### src/rtl/next_pc_sequencer_if.sv
// -----------------------------------------------------------------------------
// next_pc_sequencer_if
// Purpose : Bundles the redirect/halt requests coming from decode/execute and
//           the registered next-PC/control outputs going to the PC register.
// Modports:
//   master - the next-PC sequencer (consumes requests, drives oNextPC etc.)
//   slave  - the environment (PC register plus decode/execute)
// Signals :
//   iCurPC[31:0]        current PC fed back from the PC register
//   iStall              hold PC this cycle
//   iHaltReq            halt instruction decoded
//   iResume             external resume, honoured only in HALT
//   iJump               unconditional jump valid
//   iJumpTarget[31:0]   jump destination
//   iBranchTaken        conditional branch resolved taken
//   iBranchTarget[31:0] branch destination
//   oNextPC[31:0]       next PC to the PC register
//   oHalt               PC register must hold
//   oState[1:0]         00 BOOT, 01 RUN, 10 HALT
//   oHoldCount          saturating count of cycles with oHalt=1
//   oTrap               one-cycle misalignment trap pulse
// -----------------------------------------------------------------------------
interface next_pc_if #(
   parameter int HOLD_CNT_W = 16
);
   logic [31:0]           iCurPC;
   logic                  iStall;
   logic                  iHaltReq;
   logic                  iResume;
   logic                  iJump;
   logic [31:0]           iJumpTarget;
   logic                  iBranchTaken;
   logic [31:0]           iBranchTarget;
   logic [31:0]           oNextPC;
   logic                  oHalt;
   logic [1:0]            oState;
   logic [HOLD_CNT_W-1:0] oHoldCount;
   logic                  oTrap;

   modport master (
      input  iCurPC, iStall, iHaltReq, iResume, iJump, iJumpTarget,
             iBranchTaken, iBranchTarget,
      output oNextPC, oHalt, oState, oHoldCount, oTrap
   );

   modport slave (
      output iCurPC, iStall, iHaltReq, iResume, iJump, iJumpTarget,
             iBranchTaken, iBranchTarget,
      input  oNextPC, oHalt, oState, oHoldCount, oTrap
   );
endinterface

### src/rtl/next_pc_sequencer.sv
// -----------------------------------------------------------------------------
// next_pc_sequencer
// Purpose : Producer side of the program-counter interface. Selects the next
//           PC (sequential, jump, branch, hold or halted), runs the
//           BOOT/RUN/HALT state machine and keeps a saturating count of
//           cycles spent holding. All outputs are registered.
// Ports   :
//   iClk    rising-edge clock
//   iReset  synchronous active-high reset
//   io_pc   next_pc_if.master bundle (requests in, next PC / control out)
// Optional feature:
//   NEXTPC_ALIGN_CHECK_EN - when defined, a jump or taken branch in RUN whose
//   target is not word aligned redirects to TRAP_VECTOR and pulses oTrap.
//   When undefined, targets pass through and oTrap is constant 0.
// -----------------------------------------------------------------------------
module next_pc_sequencer #(
   parameter logic [31:0] RESET_VECTOR = 32'h0000_0000,
`ifdef NEXTPC_ALIGN_CHECK_EN
   parameter logic [31:0] TRAP_VECTOR  = 32'h0000_0100,
`endif
   parameter int          INSTR_BYTES  = 4,
   parameter int          HOLD_CNT_W   = 16
) (
   input  logic      iClk,
   input  logic      iReset,
   next_pc_if.master io_pc
);

   typedef enum logic [1:0] {
      ST_BOOT = 2'b00,
      ST_RUN  = 2'b01,
      ST_HALT = 2'b10
   } state_t;

   state_t                r_state;
   state_t                w_state_nxt;
   logic [31:0]           r_next_pc;
   logic [31:0]           w_next_pc_nxt;
   logic                  r_halt;
   logic                  w_halt_nxt;
   logic                  r_trap;
   logic                  w_trap_nxt;
   logic [HOLD_CNT_W-1:0] r_hold_cnt;
   logic [31:0]           w_seq_pc;
   logic [31:0]           w_target;

   // 32-bit add wraps naturally (FFFF_FFFC + 4 -> 0)
   assign w_seq_pc = io_pc.iCurPC + 32'(INSTR_BYTES);

   // jump has priority over a simultaneous taken branch
   assign w_target = io_pc.iJump ? io_pc.iJumpTarget : io_pc.iBranchTarget;

   always_comb begin
      w_state_nxt   = r_state;
      w_next_pc_nxt = r_next_pc;
      w_halt_nxt    = 1'b0;
      w_trap_nxt    = 1'b0;
      unique case (r_state)
         ST_BOOT: begin
            // every request is ignored for this single cycle
            w_state_nxt   = ST_RUN;
            w_next_pc_nxt = RESET_VECTOR;
         end
         ST_RUN: begin
            if (io_pc.iStall) begin
               // redirects/halt in a stall cycle are dropped, not queued
               w_halt_nxt = 1'b1;
            end else if (io_pc.iHaltReq) begin
               w_state_nxt   = ST_HALT;
               w_halt_nxt    = 1'b1;
               w_next_pc_nxt = io_pc.iCurPC;
            end else if (io_pc.iJump || io_pc.iBranchTaken) begin
`ifdef NEXTPC_ALIGN_CHECK_EN
               if (w_target[1:0] != 2'b00) begin
                  w_next_pc_nxt = TRAP_VECTOR;
                  w_trap_nxt    = 1'b1;
               end else begin
                  w_next_pc_nxt = w_target;
               end
`else
               w_next_pc_nxt = w_target;
`endif
            end else begin
               w_next_pc_nxt = w_seq_pc;
            end
         end
         ST_HALT: begin
            if (io_pc.iResume) begin
               w_state_nxt   = ST_RUN;
               w_next_pc_nxt = w_seq_pc;
            end else begin
               w_halt_nxt = 1'b1;
            end
         end
         default: begin
            // unused encoding: restart cleanly through BOOT
            w_state_nxt   = ST_BOOT;
            w_next_pc_nxt = RESET_VECTOR;
         end
      endcase
   end

   // ---- output register stage ----
   always_ff @(posedge iClk) begin
      if (iReset) begin
         r_state    <= ST_BOOT;
         r_next_pc  <= RESET_VECTOR;
         r_halt     <= 1'b0;
         r_trap     <= 1'b0;
         r_hold_cnt <= '0;
      end else begin
         r_state   <= w_state_nxt;
         r_next_pc <= w_next_pc_nxt;
         r_halt    <= w_halt_nxt;
         r_trap    <= w_trap_nxt;
         // count edges that load oHalt=1, sticking at all-ones
         if (w_halt_nxt && (r_hold_cnt != '1)) begin
            r_hold_cnt <= r_hold_cnt + 1'b1;
         end
      end
   end

   assign io_pc.oNextPC    = r_next_pc;
   assign io_pc.oHalt      = r_halt;
   assign io_pc.oState     = r_state;
   assign io_pc.oHoldCount = r_hold_cnt;
   assign io_pc.oTrap      = r_trap;

endmodule

### src/flat_wrapper.sv
// flat-port wrapper written by rule: the top's interface ports become plain ports
module next_pc_sequencer_flat 
#(
   parameter logic [31:0] RESET_VECTOR = 32'h0000_0000,

   parameter int          INSTR_BYTES  = 4,
   parameter int          HOLD_CNT_W   = 16
)
  (iClk, iReset, io_pc_iCurPC, io_pc_iStall, io_pc_iHaltReq, io_pc_iResume, io_pc_iJump, io_pc_iJumpTarget, io_pc_iBranchTaken, io_pc_iBranchTarget, io_pc_oNextPC, io_pc_oHalt, io_pc_oState, io_pc_oHoldCount, io_pc_oTrap);
  next_pc_if #(.HOLD_CNT_W(HOLD_CNT_W)) io_pc_i ();
  input  logic iClk;
  input  logic iReset;
  input wire logic [$bits(io_pc_i.iCurPC)-1:0] io_pc_iCurPC;
  input wire logic [$bits(io_pc_i.iStall)-1:0] io_pc_iStall;
  input wire logic [$bits(io_pc_i.iHaltReq)-1:0] io_pc_iHaltReq;
  input wire logic [$bits(io_pc_i.iResume)-1:0] io_pc_iResume;
  input wire logic [$bits(io_pc_i.iJump)-1:0] io_pc_iJump;
  input wire logic [$bits(io_pc_i.iJumpTarget)-1:0] io_pc_iJumpTarget;
  input wire logic [$bits(io_pc_i.iBranchTaken)-1:0] io_pc_iBranchTaken;
  input wire logic [$bits(io_pc_i.iBranchTarget)-1:0] io_pc_iBranchTarget;
  output wire logic [$bits(io_pc_i.oNextPC)-1:0] io_pc_oNextPC;
  output wire logic [$bits(io_pc_i.oHalt)-1:0] io_pc_oHalt;
  output wire logic [$bits(io_pc_i.oState)-1:0] io_pc_oState;
  output wire logic [$bits(io_pc_i.oHoldCount)-1:0] io_pc_oHoldCount;
  output wire logic [$bits(io_pc_i.oTrap)-1:0] io_pc_oTrap;
  assign io_pc_i.iCurPC = io_pc_iCurPC;
  assign io_pc_i.iStall = io_pc_iStall;
  assign io_pc_i.iHaltReq = io_pc_iHaltReq;
  assign io_pc_i.iResume = io_pc_iResume;
  assign io_pc_i.iJump = io_pc_iJump;
  assign io_pc_i.iJumpTarget = io_pc_iJumpTarget;
  assign io_pc_i.iBranchTaken = io_pc_iBranchTaken;
  assign io_pc_i.iBranchTarget = io_pc_iBranchTarget;
  assign io_pc_oNextPC = io_pc_i.oNextPC;
  assign io_pc_oHalt = io_pc_i.oHalt;
  assign io_pc_oState = io_pc_i.oState;
  assign io_pc_oHoldCount = io_pc_i.oHoldCount;
  assign io_pc_oTrap = io_pc_i.oTrap;
  next_pc_sequencer #(.RESET_VECTOR(RESET_VECTOR), .INSTR_BYTES(INSTR_BYTES), .HOLD_CNT_W(HOLD_CNT_W)) u_core (.iClk(iClk), .iReset(iReset), .io_pc(io_pc_i));
endmodule
### config.mk
export PLATFORM = sky130hd
export DESIGN_NAME = next_pc_sequencer_flat
export DESIGN_NICKNAME = d
export VERILOG_FILES = /design/src/rtl/next_pc_sequencer_if.sv /design/src/rtl/next_pc_sequencer.sv /design/src/flat_wrapper.sv
export SDC_FILE = /design/constraint.sdc
export NUM_CORES = 1
export LEC_CHECK = 0
export CORE_MARGIN = 5
export CORE_UTILIZATION = 48
export DETAILED_ROUTE_END_ITERATION = 8
export MAX_ROUTING_LAYER = met4
export PLACE_DENSITY = 0.87
export SYNTH_ARGS = -nofsm -noshare
export SYNTH_HDL_FRONTEND = slang
export SYNTH_SLANG_ARGS = --single-unit
### constraint.sdc
create_clock -name iClk -period 4.9 [get_ports iClk]
set_input_delay 1.225 -clock iClk [delete_from_list [all_inputs] [get_ports iClk]]
set_output_delay 1.225 -clock iClk [all_outputs]
set_load 0.02 [all_outputs]
# Word level (Yosys, flattened, before mapping)
# Cells that the tools add are included.
# op_classes
muxes,14
mul,0
n_div,0
shift,0
bitwise_logic,0
n_addsub,2
n_reduce_logical,5
eq_ne,6
magnitude_cmp,0
# ops
op,n
$mux 32,5
$pmux 32 s2,1
$add 32x3->32 const B,1
$add 16x1->16 const B,1
$ne 16x16->1 const B,1
$mux 2,3
$ne 2x2->1 const B,3
$pmux 2 s3,1
$mux 1,3
$reduce_and 3->1,1
$eq 2x1->1 const B,1
$eq 2x2->1 const B,1
$logic_not 2->1,1
$pmux 1 s2,1
$reduce_and 2->1,1
$logic_and 1x1->1,1
$logic_or 1x1->1,1
# totals
ramBits,0
mem_count,0
in_bits,103
word_cells,31
reg_bits,51
mem_bits_ro,0
latch_bits,0

# Logic depth before layout (Yosys ltp)
# Gate-level depths: netlist of the first run.
# depth
depth_word,5
ltp_mapped,9
depth_no_buf,7

# Worst setup path after synthesis of the first run
# No wires, ideal clock.
# synth_timing
kind,in2reg
start,input io_pc_iCurPC[2]
end,register u_core.r_next_pc[24] (netlist: u_core.io_pc.oNextPC[24])
setup_time_ps,86
t_arrival_ps,2476
path_slack_ps,2337
required_ps,4814
path_stages,7
path_cell_list,ha_1 nand2_1 nor4_4 buf_2 nor4b_2 o21ai_1 a221oi_2
# synth_between
elab_chain_len,5
word_cells_on_any_way,6
classes_between,1 x add/sub; 5 x mux
# synth_rtl
item,line_no,text
start: declaration,flat_wrapper.sv:13,input wire logic [$bits(io_pc_i.iCurPC)-1:0] io_pc_iCurPC;
$add 32x3->32 (*),next_pc_sequencer.sv:48,assign w_seq_pc = io_pc.iCurPC + 32'(INSTR_BYTES);
$mux 32,next_pc_sequencer.sv:72,end else if (io_pc.iJump || io_pc.iBranchTaken) begin
$mux 32,next_pc_sequencer.sv:68,end else if (io_pc.iHaltReq) begin
$mux 32,next_pc_sequencer.sv:65,if (io_pc.iStall) begin
$pmux 32 s2 (*),next_pc_sequencer.sv:58,unique case (r_state)
end signal: assignment,next_pc_sequencer.sv:113,r_next_pc <= w_next_pc_nxt;
end: declaration,next_pc_sequencer.sv:37,logic [31:0] r_next_pc;
# Mark *: on every way between the ends. The rest lies on a longest branch, timed or not. The select of a mux whose other input is x is not followed.
# A chain may end at the register's enable or synchronous reset.

# Final worst setup path of the first run
# layout_timing
start,input io_pc_iCurPC[2]
end,register u_core.r_next_pc[20] (netlist: u_core.io_pc.oNextPC[20])
# The elaborated chain is that of the path after synthesis.

==> results by group, run 1 <==
Status
  – Status: finished, final reports clean

Worst hold path
  – Worst min-delay path class: flop to flop
  – Worst-case hold path end point: u_core.io_pc.oNextPC[6]
  – Hold path startpoint: u_core.io_pc.oNextPC[6]
  – Worst Hold Depth: 2

Synth
  – Count leader, synth: nor2_1
  – Synth unique cells: 80
  – Async set-reset flop share out of synthesis: 0%
  – Synth area leaders: dfxtp_1 (26%), nor2_1 (5.5%), a22oi_1 (4.5%)
  – Post-Syn Area per Cell: 7.74 um^2
  – Top cells by count, synth: nor2_1 (58), dfxtp_1 (51), nand2_1 (39)
  – Post-Synthesis Cell Area: slightly below 0.004 mm^2
  – Leading area contributor after synthesis: dfxtp_1
  – Top_reg_cell synth: dfxtp_1
  – EDFF count, synth: 0
  – Cells after Synth: approximately 510
  – Sequential area share after synthesis: roughly a quarter
  – Synth Register Bits: 51
  – Post-Syn Nets: between 600 and 700
  – Synthesis warning total: 0
  – Top-area cell type share of the netlist area: 25.7%

Placement
  – Hpwl dp: 11200 um
  – IO buf count: roughly 150
  – Pre-CTS WS: roughly 1.2 ns
  – Final estimated routing congestion in global placement: 0.938

Clocking
  – Post-CTS resize count: 0
  – Reg clk slew, reported paths: 0.10 ns
  – Clock Sinks: 51
  – Hold-fix buffers, CTS: 0
  – Clock tree buffer depth: 2
  – H-tree Lvls: 2
  – CTS tree: done
  – Clk_lat worst skew: 0.31 ns
  – Root buf cell: clkbuf_8
  – TritonCTS Buffers: 5
  – Buffer count from post-CTS setup fixing: 0

Critical path
  – Startpoint types: primary input
  – Crit path max fanout: 13
  – Endpoint class of the critical path: flop
  – FF-to-FF End: u_core.io_pc.oHoldCount[8]
  – Register-to-Register Path Depth: 7
  – Crit path from: io_pc_iCurPC[2]
  – Register-to-register setup slack: around 2.0 ns
  – Crit Path Class: primary input to flop
  – Critical R2R Launch: u_core.io_pc.oState[0]
  – CP arrival: around 3.7 ns
  – CP required: just over 5 ns

STA
  – Final Max Slew Viols: 0
  – Final WS setup: approximately 1.5 ns
  – Setup TNS Final: 0 ns
  – Relative slew slack: roughly a third
  – Hold Vio Cnt, Final: 0
  – Least-Margin Pin Slew: around 1.0 ns
  – Skew final: approximately 0.011 ns
  – Max Freq: ~290 MHz
  – Tmin final: 3.45 ns
  – Worst hold margin: around 0.45 ns
  – Final setup vio count: 0
  – RSZ-0062 raised after global routing: false
  – Tcrit/Tclk final: a little over two thirds

Cells and area
  – Antenna Cells: 0
  – Layout cells sized above 1: between 6 and 7%
  – Synth-to-layout area growth: 40.9%
  – Final nets: about 750

Drt
  – Initial DRC Count: 420
  – Wire length per cell: 20.2 um
  – Via density: approximately 6.4
  – Routed WL: 15000 um
  – DRC viols: 0
  – Router iterations before antenna repair: 5
  – ANT nets after route: 0
  – Routed via count: about 4.8k

Die
  – Core area: 0.00813 mm^2
  – Die Ht: between 100 and 150 um
  – Die Area: just over 0.01 mm^2
  – FP Rows: 33
  – IO Pins: between 150 and 200
  – Die width: between 100 and 150 um
  – Starting density of the core: between 40% and 50%

GRT
  – Vias in the first global route: between 4k and 5k
  – Initial antenna violation count: 0
  – Gr ovfl total: 0
  – Largest net degree at the start of global routing: 36
  – First-pass GRT wire length: 22900 um
  – Tot GR Track Use: around 29%

Power
  – Power per cell area: about 250 mW/mm^2
  – Peak supply drop: between 0.0002 and 0.0003 V
  – LEAKAGE: between 1.5 and 2 nW

Job
  – Maxcap violations: 0
==> layout by cell type, fill, tap and decap left out, types with 3 or more instances in the layout <==
master,synthesis,final
nand3_1,20,20
mux2_2,4,4
ha_1,6,6
buf_4,1,8
a22oi_1,24,24
nand2b_1,6,6
o21ai_0,28,28
dfxtp_1,51,51
o22ai_1,19,19
a211oi_1,8,8
nor2b_1,3,3
and4_1,4,4
a221oi_1,12,12
nor4_1,4,4
nor3_1,9,9
inv_1,8,8
nor2_1,58,58
a222oi_1,3,3
nand4_1,13,13
and3_1,8,8
xor2_1,11,11
xnor2_1,20,20
a2111oi_2,3,3
o221ai_1,8,8
a21oi_1,17,17
clkbuf_8,1,5
clkdlybuf4s50_1,0,153
mux2i_1,4,4
o21ai_1,15,15
a31oi_1,4,4
nand2_1,39,39
==> final cells by class <==
cell class / count / area [um^2]
fill: 665 / 2550
timing repair buffer: 161 / 1590
tap: 105 / 131
clock inverter: 3 / 43.8
multi-input combinational: 412 / 2700
inverter: 9 / 33.8
sequential: 51 / 1020
clock buffer: 5 / 68.8
==> worst max-delay path: stages <==
cell and delay, ns:
clkdlybuf4s50_1 0.64, ha_1 0.32, nand2_1 0.16, nor4_4 0.61
a21oi_1 0.14, a211o_1 0.30, a221oi_1 0.27
==> flip-flops by register name, indices dropped and copies added, names as in the netlist <==
signal,flops
u_core.io_pc.oHalt,1
u_core.io_pc.oState,2
u_core.io_pc.oNextPC,32
u_core.io_pc.oHoldCount,16
==> through the flow <==
| stage | util [%] | instances | total power, W | instance area, um^2 |
|---|---|---|---|---|
| 3_3_place_gp | 67.3 | 738 | 0.00109 | 5480 |
| 5_1_grt | 68.7 | 746 | 0.00147 | 5590 |
| 4_1_cts | 68.7 | 746 | 0.00140 | 5590 |
| 3_5_place_dp | 67.3 | 738 | 0.00110 | 5480 |
| 2_1_floorplan | - | 512 | 0.000840 | 3970 |
| 6_report | 68.7 | 746 | 0.00141 | 5590 |
==> cell families after synthesis <==
family | Yosys count | share of synthesized area, %
mux | 8 | 2.15
flops | 51 | 25.7
fa+ha+maj | 6 | 1.89
simple gates | 190 | 25.7
compound gates | 176 | 31.3
other cells | 1 | 0.0946
xor+xnor | 31 | 6.85
buf+inv | 49 | 6.22
==> how the worst max path moves through the flow <==
stage	to	slack [ns]	cells after the start
2_1_floorplan	u_core.io_pc.oNextPC[24]	2.34	7
3_3_place_gp	u_core.io_pc.oNextPC[20]	1.24	7
3_5_place_dp	u_core.io_pc.oNextPC[20]	1.19	7
4_1_cts	u_core.io_pc.oNextPC[20]	1.51	7
5_1_grt	u_core.io_pc.oNextPC[16]	1.33	7
6_report	u_core.io_pc.oNextPC[20]	1.45	7
==> layer usage <==
layer | track usage, % | vias to the layer above | routed length [um]
met3 | 5.67 | 33 | 1660
met2 | 45.2 | 324 | 6890
met1 | 37.0 | 2234 | 6160
met4 | 8.91 | 0 | 323
met5 | - | - | 0
li1 | - | 2207 | -
==> where the power goes <==
part | switching, W | internal, W | total, W
logic | 0.000356 | 0.000271 | 0.000626
registers | 0.0000282 | 0.000448 | 0.000477
clock network | 0.000152 | 0.000152 | 0.000304
Note: power is estimated with default switching activity, not from simulation.
==> inputs of run 2 (changes only) <==
CORE_UTILIZATION = 40   (was 48)
PLACE_DENSITY = 0.77   (was 0.87)
clock period = 2.85 ns   (was 4.9 ns; I/O delays follow)
==> results by group, run 2 (synthesis results as in run 1) <==
Drt
  – Routed via count: 4795
  – Initial DRC Count: 423
  – WL met3: around 1700 um
  – ANT nets after route: 0
  – Met2 wire length: 7180 um
  – Met1 WL: approximately 6300 um
  – Router iterations before antenna repair: 7
  – Highest metal used: met4
  – Routed WL: roughly 15000 um
  – Wire length per cell: 19.3 um
  – DRC viols: 0
  – Via density: 6.00

Clocking
  – Clk_lat worst skew: roughly 0.32 ns
  – Buffer count from post-CTS setup fixing: 0
  – Root buf cell: clkbuf_8
  – Reg clk slew, reported paths: 0.10 ns
  – Clock Sinks: 51
  – H-tree Lvls: 2
  – Clock tree buffer depth: 2
  – CTS tree: done
  – Post-CTS resize count: 0
  – TritonCTS Buffers: 5
  – Hold-fix buffers, CTS: 0

STA
  – Final setup vio count: 0
  – Tmin final: between 2 and 2.5 ns
  – Hold Vio Cnt, Final: 0
  – Tcrit/Tclk final: ~85%
  – RSZ-0062 raised after global routing: false
  – Max Freq: 411 MHz
  – Setup TNS Final: 0 ns
  – Final Max Slew Viols: 0
  – Skew final: between 0.01 and 0.015 ns
  – Relative slew slack: 45.0%
  – Least-Margin Pin Slew: roughly 0.82 ns

Cells and area
  – Synth-to-layout area growth: 46.8%
  – Final nets: 775
  – Antenna Cells: 0
  – Max FFs per register: 32
  – Layout cells sized above 1: 9.91%
  – Leading cell type in the layout, fill and taps excluded: clkdlybuf4s50_1
  – Most frequent cells in the layout: clkdlybuf4s50_1 (153), nor2_1 (58), dfxtp_1 (51), nand2_1 (39), buf_4 (33)
  – Final Cell Area: between 0.005 and 0.006 mm^2

GRT
  – Vias in the first global route: 4679
  – Tot GR Track Use: around a quarter
  – Gr ovfl total: 0
  – First-pass GRT wire length: about 23000 um
  – Largest net degree at the start of global routing: 25
  – Initial antenna violation count: 0

Die
  – Starting density of the core: around two fifths
  – Core area: between 0.009 and 0.01 mm^2
  – IO Pins: between 150 and 200
  – Die Ht: approximately 110 um
  – Die width: 110 um
  – FP Rows: 36
  – Die Area: 0.0120 mm^2

Critical path
  – Crit path max fanout: 11
  – Endpoint class of the critical path: flop
  – Crit Path Class: primary input to flop
  – CP required: about 3.1 ns
  – Startpoint types: primary input
  – CP arrival: ~2.7 ns

Placement
  – Dpl cell area: approximately 0.0057 mm^2
  – Hpwl dp: ~12000 um
  – IO buf count: roughly 150
  – Final estimated routing congestion in global placement: between 0.9 and 1

Power
  – Pwr Total: 0.00244 W
  – Power per cell area: approximately 420 mW/mm^2
  – Peak supply drop: slightly below 0.0003 V
  – LEAKAGE: 1.96 nW

Job
  – Maxcap violations: 0

Status
  – Status: finished, final reports clean

Worst hold path
  – Worst min-delay path class: flop to flop
==> run 2: cell types whose count changed in the layout (fill, tap and decap cells not counted), sizes merged <==
cell / previous run / this run
clkinv: 2 / 0
buf: 8 / 34
clkbuf: 5 / 6
==> run 2: final timing paths <==
path | startpoint | to | cells after the start | slack [ns]
max | io_pc_iCurPC[3] | u_core.io_pc.oNextPC[20] | 8 | 0.42
min reg2reg | u_core.io_pc.oNextPC[13] | u_core.io_pc.oNextPC[13] | 2 | 0.46
max reg2reg | u_core.io_pc.oState[1] | u_core.io_pc.oNextPC[9] | 8 | 0.53
min | u_core.io_pc.oNextPC[13] | u_core.io_pc.oNextPC[13] | 2 | 0.46
==> run 2: final cells by class <==
type / count / area [um^2]
inverter: 9 / 33.8
fill: 898 / 3910
tap: 133 / 166
sequential: 51 / 1020
multi-input combinational: 412 / 2700
clock inverter: 1 / 30.0
clock buffer: 6 / 72.6
timing repair buffer: 187 / 1800
==> run 2: power breakdown <==
part	switching, W	internal, W
clock network	0.000254	0.000258
registers	0.0000465	0.000771
logic	0.000619	0.000497
total	0.000919	0.00153
==> run 2: critical path, cell delays in order <==
cell and delay (ns):
clkdlybuf4s50_1 0.56, ha_1 0.20, nand2_1 0.12, nor4_4 0.23
buf_4 0.22, a21oi_1 0.08, a211o_1 0.27, a221oi_1 0.25
==> run 2: per-stage QoR <==
step	instances	setup slack (ns)	hold slack (ns)	utilization, %
after floorplan	512	0.715	0.525	-
after global placement	792	0.165	0.443	58.8
after detailed placement	792	0.0938	0.449	58.8
after CTS	799	0.419	0.464	59.8
after global routing	799	0.302	0.486	59.8
final	799	0.415	0.462	59.8
==> run 2: metal layers <==
metal / vias up / global-route usage, %
met4: 0 / 7.57
met2: 290 / 41.0
met5: - / -
met1: 2219 / 30.8
met3: 32 / 6.40
li1: 2254 / -
==> inputs of run 3 (changes only) <==
CTS_CLUSTER_SIZE = 40   (was unset)
==> results of run 3 <==
Same layout as run 2: the final DEF is identical, and so are final timing and power.
